**src/rtl/uart_pkg.sv**
```systemverilog
// Shared types and helpers for the UART receive path.
package uart_pkg;

    localparam int unsigned word_width = 8;

    typedef logic [word_width-1:0] word_t;

    // Pointer width: one extra MSB distinguishes full from empty when low bits match.
    function automatic int unsigned ptr_width(input int unsigned depth);
        return $clog2(depth) + 1;
    endfunction

endpackage

```
**src/rtl/fifo_mem.sv**
```systemverilog
// Register-array storage: one synchronous write port, one combinational read port.
module fifo_mem #(
    parameter int unsigned width = 8,
    parameter int unsigned depth = 16
) (
    input  logic                     clock,
    input  logic                     we,
    input  logic [$clog2(depth)-1:0] waddr,
    input  logic [width-1:0]         wdata,
    input  logic [$clog2(depth)-1:0] raddr,
    output logic [width-1:0]         rdata
);

    logic [width-1:0] mem [depth];

    // Write port; contents are deliberately not reset.
    always_ff @(posedge clock) begin
        if (we) begin
            mem[waddr] <= wdata;
        end
    end

    // Combinational read gives first-word-fall-through at the head pointer.
    always_comb begin
        rdata = mem[raddr];
    end

endmodule

```
**src/rtl/uart_rx_buffer.sv**
```systemverilog
// Receive-side word FIFO between uart_rx and the consumer stream.
module uart_rx_buffer
    import uart_pkg::*;
#(
    parameter int unsigned width             = 8,
    parameter int unsigned depth             = 16,
    parameter int unsigned almost_full_level = 12
) (
    input  logic                        clock,
    input  logic                        reset,
    input  logic [width-1:0]            rx_data,
    input  logic                        rx_ready,
    output logic                        rx_can_receive_next_word,
    output logic [width-1:0]            out_data,
    output logic                        out_valid,
    input  logic                        out_ready,
    input  logic                        flush,
    output logic [ptr_width(depth)-1:0] level,
    output logic                        empty,
    output logic                        full,
    output logic                        almost_full
);

    localparam int unsigned pw = ptr_width(depth);
    localparam int unsigned aw = pw - 1;
    localparam logic [pw-1:0] af_level = pw'(almost_full_level);

    logic [pw-1:0] wr_ptr_q, wr_ptr_d;
    logic [pw-1:0] rd_ptr_q, rd_ptr_d;
    logic          push, pop, we;

    // Status decodes come only from registered pointers, so out_ready never reaches
    // rx_can_receive_next_word combinationally.
    always_comb begin
        full        = (wr_ptr_q[aw-1:0] == rd_ptr_q[aw-1:0]) &&
                      (wr_ptr_q[aw] != rd_ptr_q[aw]);
        empty       = (wr_ptr_q == rd_ptr_q);
        level       = wr_ptr_q - rd_ptr_q;
        almost_full = (level >= af_level);
        out_valid   = !empty;
        rx_can_receive_next_word = !full && !reset;

        push = rx_ready && rx_can_receive_next_word;
        pop  = out_valid && out_ready;
        // A word offered during flush is dropped, so keep it out of storage too.
        we   = push && !flush;

        wr_ptr_d = wr_ptr_q + {{(pw-1){1'b0}}, push};
        rd_ptr_d = rd_ptr_q + {{(pw-1){1'b0}}, pop};
        if (flush) begin
            wr_ptr_d = '0;
            rd_ptr_d = '0;
        end
    end

    // Pointer registers with synchronous reset.
    always_ff @(posedge clock) begin
        if (reset) begin
            wr_ptr_q <= '0;
            rd_ptr_q <= '0;
        end else begin
            wr_ptr_q <= wr_ptr_d;
            rd_ptr_q <= rd_ptr_d;
        end
    end

    fifo_mem #(
        .width (width),
        .depth (depth)
    ) u_mem (
        .clock (clock),
        .we    (we),
        .waddr (wr_ptr_q[aw-1:0]),
        .wdata (rx_data),
        .raddr (rd_ptr_q[aw-1:0]),
        .rdata (out_data)
    );

endmodule

```
**config.mk**
```make
export PLATFORM = sky130hd
export DESIGN_NAME = uart_rx_buffer
export DESIGN_NICKNAME = d
export VERILOG_FILES = /design/src/rtl/uart_pkg.sv /design/src/rtl/fifo_mem.sv /design/src/rtl/uart_rx_buffer.sv
export SDC_FILE = /design/constraint.sdc
export NUM_CORES = 1
export LEC_CHECK = 0
export ABC_AREA = 1
export CORE_MARGIN = 2
export CORE_UTILIZATION = 54
export DETAILED_ROUTE_END_ITERATION = 8
export HOLD_SLACK_MARGIN = 0.08
export PLACE_DENSITY = 0.72
export SLEW_MARGIN = 20
export SYNTH_ARGS = -nofsm -noshare
export SYNTH_HDL_FRONTEND = slang
export SYNTH_SLANG_ARGS = --single-unit
export TNS_END_PERCENT = 50
```
**constraint.sdc**
```tcl
create_clock -name clock -period 3.03 [get_ports clock]
set_input_delay 0.4545 -clock clock [delete_from_list [all_inputs] [get_ports clock]]
set_output_delay 0.4545 -clock clock [all_outputs]
set_load 0.005 [all_outputs]
```
==> reports/metrics.yaml, run 1 <==
status: "finished, final reports clean"
hpwl_mm: 8.80
ys_ff_latch: 138
grt-ovfl-total: 0
wl_met3_mm: 1.07
nets: 681
slew_headroom_pct: 49.9
arrival_ps: 2420
syn_nets: 632
cts_resized: 0
grt_usage_pct: 24.2
pin_count: 31
rows: 39
fin_crit_sh_pct: 94.9
regToRegSetupSlack_ps: 500
synth_cell_types: 26
drtAntennaViolNets: 0
clock.fmax_mhz: 348
root_buffer: "clkbuf_16"
insertion_delay_ps: 410
power.density_mw_per_mm2: 585
cts.sinks: 138
setup_slack_ps: 156
endpoint_kind: "output pin"
synth_seq_area_share_pct: 65.6
hold_ws_ps: 486
cts_setup_buffers: 0
firstDrtPassIters: 5
crit_path_start_kind: "flop"
synth_cells: 610
cts-htree-levels: 4
die_w_um: 111
core_mm2: 0.0113
cp.required_ps: 2580
finalClockSkew_ps: 9.16
syn_to_final_growth_pct: 18.6
avgSynthCellArea_um2: 10.1
met1_length_mm: 5.86
yosys_warnings: 0
grt_pass1_wl_mm: 22.9
clkTransAtPathRegs_ps: 60
cts_tree: "done"
wl_per_cell_um: 17.4
drv_cap: 0
die-area_mm2: 0.0123
leakage_uw: 0.00305
die_h_um: 111
cp_slowest_cell: "clkdlybuf4s50_1"
hold_buffers: 0
post-route-min-period_ps: 2870
drt_iter0_drc: 522
grt_start_max_net_pins: 65
hold_violations: 0
start_util_pct: 54.7
topRoutingLayerUsed: "met4"
setup_tns_ps: 0
slowest_delay_ps: 510
rsz0062_at_grt: "false"
routabilityCongestion: 0.784
clock_path_buffers: 2
via_count: 4371
worstHoldPathType: "flop to flop"
setup_viol: 0
vdd_drop_max_uv: 349
n_antenna_cell: 0
syn_area_mm2: 0.00616
numPortBuffers: 30
numCtsBuffers: 17
drive_gt1_share_pct: 9.84
crit_chain: "inv_2, ha_1, inv_1, fa_1, nand3_1, nand2_1, xnor2_2, inv_1, nand2_1, clkdlybuf4s50_1"
wirelength_mm: 14.1
tightest_slew_ps: 746
avgViaCountPerCell: 5.37
slew_violations: 0
critical_path_class: "flop to output pin"
grt_pass1_vias: 4502
wl_met2_mm: 6.79
path_max_fanout: 4
drc: 0
pre_cts_ws_ps: 559
antenna_found_initial: 0
==> routing by layer <==
| metal | track usage (%) | vias up |
|---|---|---|
| met4 | 11.3 | 0 |
| met1 | 32.8 | 2060 |
| li1 | - | 2097 |
| met3 | 4.65 | 32 |
| met2 | 38.1 | 182 |
| met5 | 0 | - |
==> through the flow <==
stage                     cell area [µm²]  util, %  std cells  power (µW)
after floorplan                      6160        -        610        2170
after global placement               6700     59.4        783        2240
after detailed placement             6700     59.4        783        2240
after CTS                            7300     64.7        814        4290
after global routing                 7310     64.9        814        4400
final                                7310     64.9        814        4280
==> final cells by class <==
type | count | area [µm²]
clock buffer | 17 | 425
timing repair buffer | 56 | 512
fill | 865 | 3960
clock inverter | 14 | 173
sequential | 138 | 4050
inverter | 87 | 327
multi-input combinational | 359 | 1650
tap | 143 | 179
==> cell usage in the layout, fill, tap and decap left out, drive strengths merged <==
cell type	count
a21oi	6
and2	1
and3	1
buf	26
bufinv	3
clkbuf	17
clkdlybuf4s50	30
clkinv	8
clkinvlp	2
dfxtp	10
edfxtp	128
fa	1
ha	8
inv	88
nand2	219
nand3	87
nand3b	1
nand4	1
nor2	10
nor3	16
o21a	1
o21bai	3
xnor2	3
xor2	1
==> report_power, final <==
group / leakage [µW] / switching [µW] / total [µW] / internal, µW
clock: 0.000289 / 777 / 2070 / 1290
sequential: 0.00123 / 2.63 / 2090 / 2080
combinational: 0.00153 / 71.7 / 117 / 45.4
total: 0.00305 / 851 / 4280 / 3420
==> cell families (layout without fill, tap and decap cells) <==
logic type / count (synthesis) / count (layout) / synth area share (%)
compound gates: 10 / 10 / 0.974
xor+xnor: 4 / 4 / 0.569
fa+ha+maj: 9 / 9 / 1.95
flops: 138 / 138 / 65.6
simple gates: 336 / 336 / 23.1
buf+inv: 113 / 174 / 7.75
==> sequential cells by signal (all words and copies together), names as in the netlist <==
| signal | cells |
|---|---|
| u_mem.mem | 128 |
| rd_ptr_q | 5 |
| wr_ptr_q | 5 |
==> worst max-delay path: cells and delay by family (launching register included) <==
kind | cells | cell delay, ps
adders and majority gates | 2 | 550
xor gates and xnor gates | 1 | 150
buffers and inverters | 4 | 710
and+or+nand+nor | 3 | 250
DFF | 1 | 350
==> cell usage after synthesis <==
cell | number | area (µm²)
nand2_1 | 217 | 815
edfxtp_1 | 128 | 3840
nand3_1 | 87 | 435
inv_1 | 84 | 315
buf_2 | 16 | 80.1
nor3_1 | 15 | 75.1
dfxtp_1 | 10 | 200
nor2_1 | 10 | 37.5
ha_1 | 8 | 100
buf_4 | 7 | 52.6
a21oi_1 | 6 | 30.0
o21bai_1 | 3 | 22.5
xnor2_1 | 3 | 26.3
clkbuf_1 | 2 | 7.51
inv_2 | 2 | 7.51
nand2_2 | 2 | 12.5
and2_1 | 1 | 6.26
and3_1 | 1 | 6.26
buf_6 | 1 | 11.3
clkinv_1 | 1 | 3.75
fa_1 | 1 | 20.0
nand3b_1 | 1 | 7.51
nand4_4 | 1 | 21.3
nor3_2 | 1 | 10.0
o21a_1 | 1 | 7.51
xor2_1 | 1 | 8.76
==> path summary, 6_finish.rpt <==
path | from | depth (start not counted) | end
max | wr_ptr_q[0] | 10 | almost_full
min | rd_ptr_q[4] | 2 | rd_ptr_q[4]
max reg2reg | wr_ptr_q[2] | 7 | u_mem.mem[13][5]
min reg2reg | rd_ptr_q[4] | 2 | rd_ptr_q[4]
Power figures use the tool's default switching activity.
==> run 2, diff against run 1 <==
==> constraint.sdc (replaced) <==
create_clock -name clock -period 3.4 [get_ports clock]
set_input_delay 0.51 -clock clock [delete_from_list [all_inputs] [get_ports clock]]
set_output_delay 0.51 -clock clock [all_outputs]
set_load 0.005 [all_outputs]
==> run 2 against run 1 <==
  * Power down 10%
  * Flip-flop and latch count unchanged
  * Sequential power down 11%
  * Cell count unchanged
  * Setup slack better by 97 ps
  * First-iteration DRC count down 41%
  * Cell area down 0.33%
  * Critical path depth unchanged
  * Highest routed layer unchanged
  * Worst hold slack better by 11 ps
  * Global-route usage down 0.28 points
==> reports/metrics.yaml, run 2 (same netlist as run 1, synthesis figures left out) <==
p_switching_uw: 729
largest_reg_flops: 128
grt_start_max_net_pins: 44
firstDrtPassIters: 5
n_antenna_cell: 0
cp-startpoint: "rd_ptr_q[0]"
clock_path_buffers: 2
cts_tree: "done"
numPortBuffers: 30
p_comb_share_pct: 2.7
drtAntennaViolNets: 0
cts.sinks: 138
hold_violations: 0
tightest_slew_ps: 813
worstHoldStart: "rd_ptr_q[4]"
nets: 680
insertion_delay_ps: 410
hold_buffers: 0
grt-ovfl-total: 0
p_seq_share_pct: 48.4
fillers: 862
finalClockSkew_ps: 7.07
clock.fmax_mhz: 318
grt_pass1_vias: 4332
layout_common_cells: "nand2_1, edfxtp_1, nand3_1, inv_1, clkdlybuf4s50_1"
grt_usage_pct: 23.9
post-route-min-period_ps: 3150
setup_viol: 0
avgViaCountPerCell: 5.30
slew_violations: 0
rows: 39
status: "finished, final reports clean"
clockPowerShare_pct: 48.8
numCtsBuffers: 17
slew_headroom_pct: 45.4
final_common_cell: "nand2_1"
root_buffer: "clkbuf_16"
reg_top3: "u_mem.mem x128, rd_ptr_q x5, wr_ptr_q x5"
switching_share_pct: 19.0
pin_count: 31
cp.required_ps: 2890
grt_pass1_wl_mm: 22.4
setup_slack_ps: 253
drv_cap: 0
cts_setup_buffers: 0
vdd_drop_max_uv: 273
setup_tns_ps: 0
arrival_ps: 2640
crit_path_start_kind: "flop"
fin_crit_sh_pct: 92.6
cts-htree-levels: 4
intPower_uw: 3110
rsz0062_at_grt: "false"
start_util_pct: 54.7
pre_cts_ws_ps: 696
syn_to_final_growth_pct: 18.3
cts_resized: 0
wirelength_mm: 13.8
die_h_um: 111
regMostFlops: "u_mem.mem"
via_count: 4311
endpoint_kind: "output pin"
antenna_found_initial: 0
leakage_uw: 0.00302
wl_per_cell_um: 16.9
critical_path_class: "flop to output pin"
drive_gt1_share_pct: 8.79
clkTransAtPathRegs_ps: 60
core_mm2: 0.0113
drc: 0
die-area_mm2: 0.0123
routabilityCongestion: 0.822
die_w_um: 111
hpwl_mm: 8.85
r2r-start: "rd_ptr_q[3]"
drt_iter0_drc: 309
path_max_fanout: 22
power.density_mw_per_mm2: 527
worstHoldPathType: "flop to flop"
[run 2: through the flow]
| stage | std cells | cell area, µm² | util (%) | power (µW) | hold WS [ps] |
|---|---|---|---|---|---|
| 6_report | 814 | 7290 | 64.7 | 3840 | 497 |
| 5_1_grt | 814 | 7290 | 64.7 | 3950 | 527 |
| 4_1_cts | 814 | 7290 | 64.7 | 3860 | 502 |
| 3_5_place_dp | 782 | 6680 | 59.3 | 2000 | 493 |
| 3_3_place_gp | 782 | 6680 | 59.3 | 2000 | 474 |
| 2_1_floorplan | 610 | 6160 | - | 1940 | 462 |
[run 2: worst paths after layout]
kind | to | slack [ps] | depth (start not counted)
setup / recovery | almost_full | 250 | 10
hold / removal | rd_ptr_q[4] | 500 | 2
setup reg to reg | u_mem.mem[12][1] | 710 | 8
hold reg to reg | rd_ptr_q[4] | 500 | 2
[run 2: area by class of cell]
type / instances / area (µm²) / share of cell area [%]
inverter: 87 / 327 / 4.48
clock buffer: 18 / 429 / 5.89
sequential: 138 / 4050 / 55.5
multi-input combinational: 359 / 1640 / 22.5
timing repair buffer: 55 / 488 / 6.70
tap: 143 / 179 / 2.45
clock inverter: 14 / 179 / 2.45
[run 2: worst max-delay path, stage by stage (launching register included)]
cell	delay [ps]
dfxtp_2	360
buf_4	270
ha_1	180
inv_1	60
fa_1	400
nand3_1	80
nand2_1	70
xnor2_1	200
inv_1	60
nand2_1	50
clkdlybuf4s50_1	490
[run 2: layer usage]
| metal | up-vias | wire, µm | global-route usage [%] |
|---|---|---|---|
| met5 | - | 0 | 0 |
| met4 | 0 | 367 | 9.42 |
| met3 | 27 | 868 | 5.52 |
| met2 | 163 | 6870 | 39.6 |
| met1 | 2032 | 5660 | 30.8 |
| li1 | 2089 | - | - |
[run 2: power groups by stage]
stage,combinational (µW),clock (µW),sequential (µW)
floorplan,41.7,0,1900
finish,105,1880,1860
detailed placement,105,0,1900
global route,116,1980,1860
global placement,102,0,1900
CTS,106,1890,1860
==> run 3, diff against run 2 <==
--- a/config.mk
+++ b/config.mk
@@ -14,5 +14,6 @@
 export SLEW_MARGIN = 20
 export SYNTH_ARGS = -nofsm -noshare
 export SYNTH_HDL_FRONTEND = slang
+export SYNTH_HIERARCHICAL = 1
 export SYNTH_SLANG_ARGS = --single-unit
-export TNS_END_PERCENT = 50
+export TNS_END_PERCENT = 30
==> constraint.sdc (replaced) <==
create_clock -name clock -period 2.9 [get_ports clock]
set_input_delay 0.435 -clock clock [delete_from_list [all_inputs] [get_ports clock]]
set_output_delay 0.435 -clock clock [all_outputs]
set_load 0.005 [all_outputs]
==> run 3 against run 2 <==
  * First-iteration DRC count is 54% higher
  * Critical path depth is 2 lower
  * Sequential share of layout area is 0.63 points lower
  * Register-to-register slack worse by 120 ps
==> reports/metrics.yaml, run 3 <==
status: "finished, final reports clean"
seq_area_mm2: 0.00405
setup_slack_ps: 97.3
power.density_mw_per_mm2: 611
hpwl_mm: 8.50
synth_seq_area_share_pct: 64.6
pre_cts_ws_ps: 588
netlist_top_cells_area: "edfxtp_1, nand2_1, nand3_1"
via_count: 4369
crit_chain: "buf_4, nand2_1, nand2_1, nand2_1, nand3_1, nand3_1, nand2_1, clkdlybuf4s50_1"
path_max_fanout: 44
finalClockSkew_ps: 5.14
grt_pass1_wl_mm: 22.0
antenna_found_initial: 0
regToRegSetupSlack_ps: 590
cts_setup_buffers: 0
cp_slowest_cell: "clkdlybuf4s50_1"
syn_area_mm2: 0.00626
clkTransAtPathRegs_ps: 50
r2r_cells: 11
final_common_cell: "nand2_1"
synth_edf_count: 128
reg2reg_to: "u_mem/mem[8][3]"
clock.fmax_mhz: 357
drv_cap: 0
stdcell_area_mm2: 0.00737
wl_met3_um: 915
firstDrtPassIters: 6
wl_met2_mm: 6.70
cts.sinks: 138
routabilityCongestion: 0.879
drtAntennaViolNets: 0
fin_crit_sh_pct: 96.6
pin_count: 31
worstHoldPathType: "flop to flop"
insertion_delay_ps: 420
synth_most_common_cell: "nand2_1"
vdd_drop_max_uv: 350
hold_buffers: 0
met1_length_mm: 5.75
topRoutingLayerUsed: "met4"
fillers: 861
cp.required_ps: 2470
setup_viol: 0
reg_top3: "u_mem/mem x128, rd_ptr_q x5, wr_ptr_q x5"
synth_common_cells: "nand2_1, edfxtp_1, inv_1"
die-area_mm2: 0.0125
syn_to_final_growth_pct: 17.8
ys_ff_latch: 138
post-route-min-period_ps: 2800
cts_resized: 0
cp-startpoint: "rd_ptr_q[0]"
layout_common_cells: "nand2_1, edfxtp_1, inv_1, nand3_1, clkdlybuf4s50_1"
setup_tns_ps: 0
drive_gt1_share_pct: 8.91
largest_reg_flops: 128
root_buffer: "clkbuf_16"
nets: 705
multi_input_area_mm2: 0.00159
die_w_um: 112
grt_start_max_net_pins: 45
synthArstFlopShare_pct: 0
endpoint_kind: "output pin"
numCtsBuffers: 17
yosys_warnings: 6
regMostFlops: "u_mem/mem"
grt-ovfl-total: 0
critical_path_class: "flop to output pin"
ys.flop_type: "edfxtp_1"
synth.top_cell.area_share_pct: 61.4
clock_path_buffers: 2
synth_cell_types: 24
p_total_uw: 4510
place_area_mm2: 0.00676
die_h_um: 112
wirelength_mm: 13.8
n_antenna_cell: 0
slowest_delay_ps: 530
cpMostUsedCell: "nand2_1"
syn_nets: 655
cts-htree-levels: 4
drc: 0
drt_iter0_drc: 476
hold_violations: 0
rows: 39
wl_per_cell_um: 16.4
r2r-start: "rd_ptr_q[1]"
numPortBuffers: 30
cts_tree: "done"
avgSynthCellArea_um2: 9.89
arrival_ps: 2370
endpoint: "out_data[2]"
synth_top_area_cell: "edfxtp_1"
start_util_pct: 55.1
crit_path_start_kind: "flop"
slew_violations: 0
grt_pass1_vias: 4238
slew_headroom_pct: 50.0
leakage_uw: 0.00318
avgViaCountPerCell: 5.21
core_mm2: 0.0114
grt_usage_pct: 23.5
tightest_slew_ps: 747
rsz0062_at_grt: "false"
synth_cells: 633
-- run 3: layer usage --
metal | up-vias | GRT usage (%)
li1 | 2133 | -
met2 | 169 | 38.3
met3 | 25 | 6.21
met1 | 2042 | 30.5
met4 | 0 | 8.89
met5 | - | 0
-- run 3: cell type report --
| type | count | area share, % |
|---|---|---|
| flip-flops and latches | 138 | 54.9 |
| multi-input cells | 349 | 21.5 |
| repair buffers | 56 | 6.77 |
| inverters | 121 | 6.16 |
| clock buffers | 18 | 5.82 |
| clock inverters | 14 | 2.43 |
| well taps | 143 | 2.43 |
-- run 3: per-stage QoR --
| step | hold slack (ps) | std cells | utilization [%] |
|---|---|---|---|
| after global routing | 542 | 839 | 64.9 |
| after CTS | 516 | 839 | 64.8 |
| after detailed placement | 507 | 807 | 59.4 |
| final | 509 | 839 | 64.9 |
| after floorplan | 485 | 633 | - |
| after global placement | 499 | 807 | 59.4 |
-- run 3: critical path, delay by kind of cell (launching register included) --
| family | cells | cell delay, ps |
|---|---|---|
| buf+inv | 2 | 960 |
| simple gates | 6 | 600 |
| flops | 1 | 370 |
-- run 3: report_power, final --
| group | switching (µW) | total, µW | leakage (µW) | internal (µW) |
|---|---|---|---|---|
| Sequential | 1.99 | 2180 | 0.00123 | 2180 |
| Combinational | 74.6 | 120 | 0.00166 | 45.6 |
| Clock | 782 | 2210 | 0.000292 | 1420 |
-- run 3: cells by family after synthesis --
family,count (synthesis),synth area share [%]
adder cells (fa/ha/maj),9,1.92
AND/OR/NAND/NOR,329,22.2
AO/OA/AOI/OAI,7,0.659
XOR/XNOR,4,0.560
buffers and inverters,146,10.1
flip-flops,138,64.6
-- run 3: how the worst min path moves through the flow --
stage                      startpoint          end  cells past startpoint
after CTS                 rd_ptr_q[3]  rd_ptr_q[3]                      2
after floorplan           rd_ptr_q[4]  rd_ptr_q[4]                      2
after detailed placement  rd_ptr_q[3]  rd_ptr_q[3]                      2
final                     rd_ptr_q[3]  rd_ptr_q[3]                      2
after global placement    rd_ptr_q[4]  rd_ptr_q[4]                      2
after global routing      rd_ptr_q[3]  rd_ptr_q[3]                      2
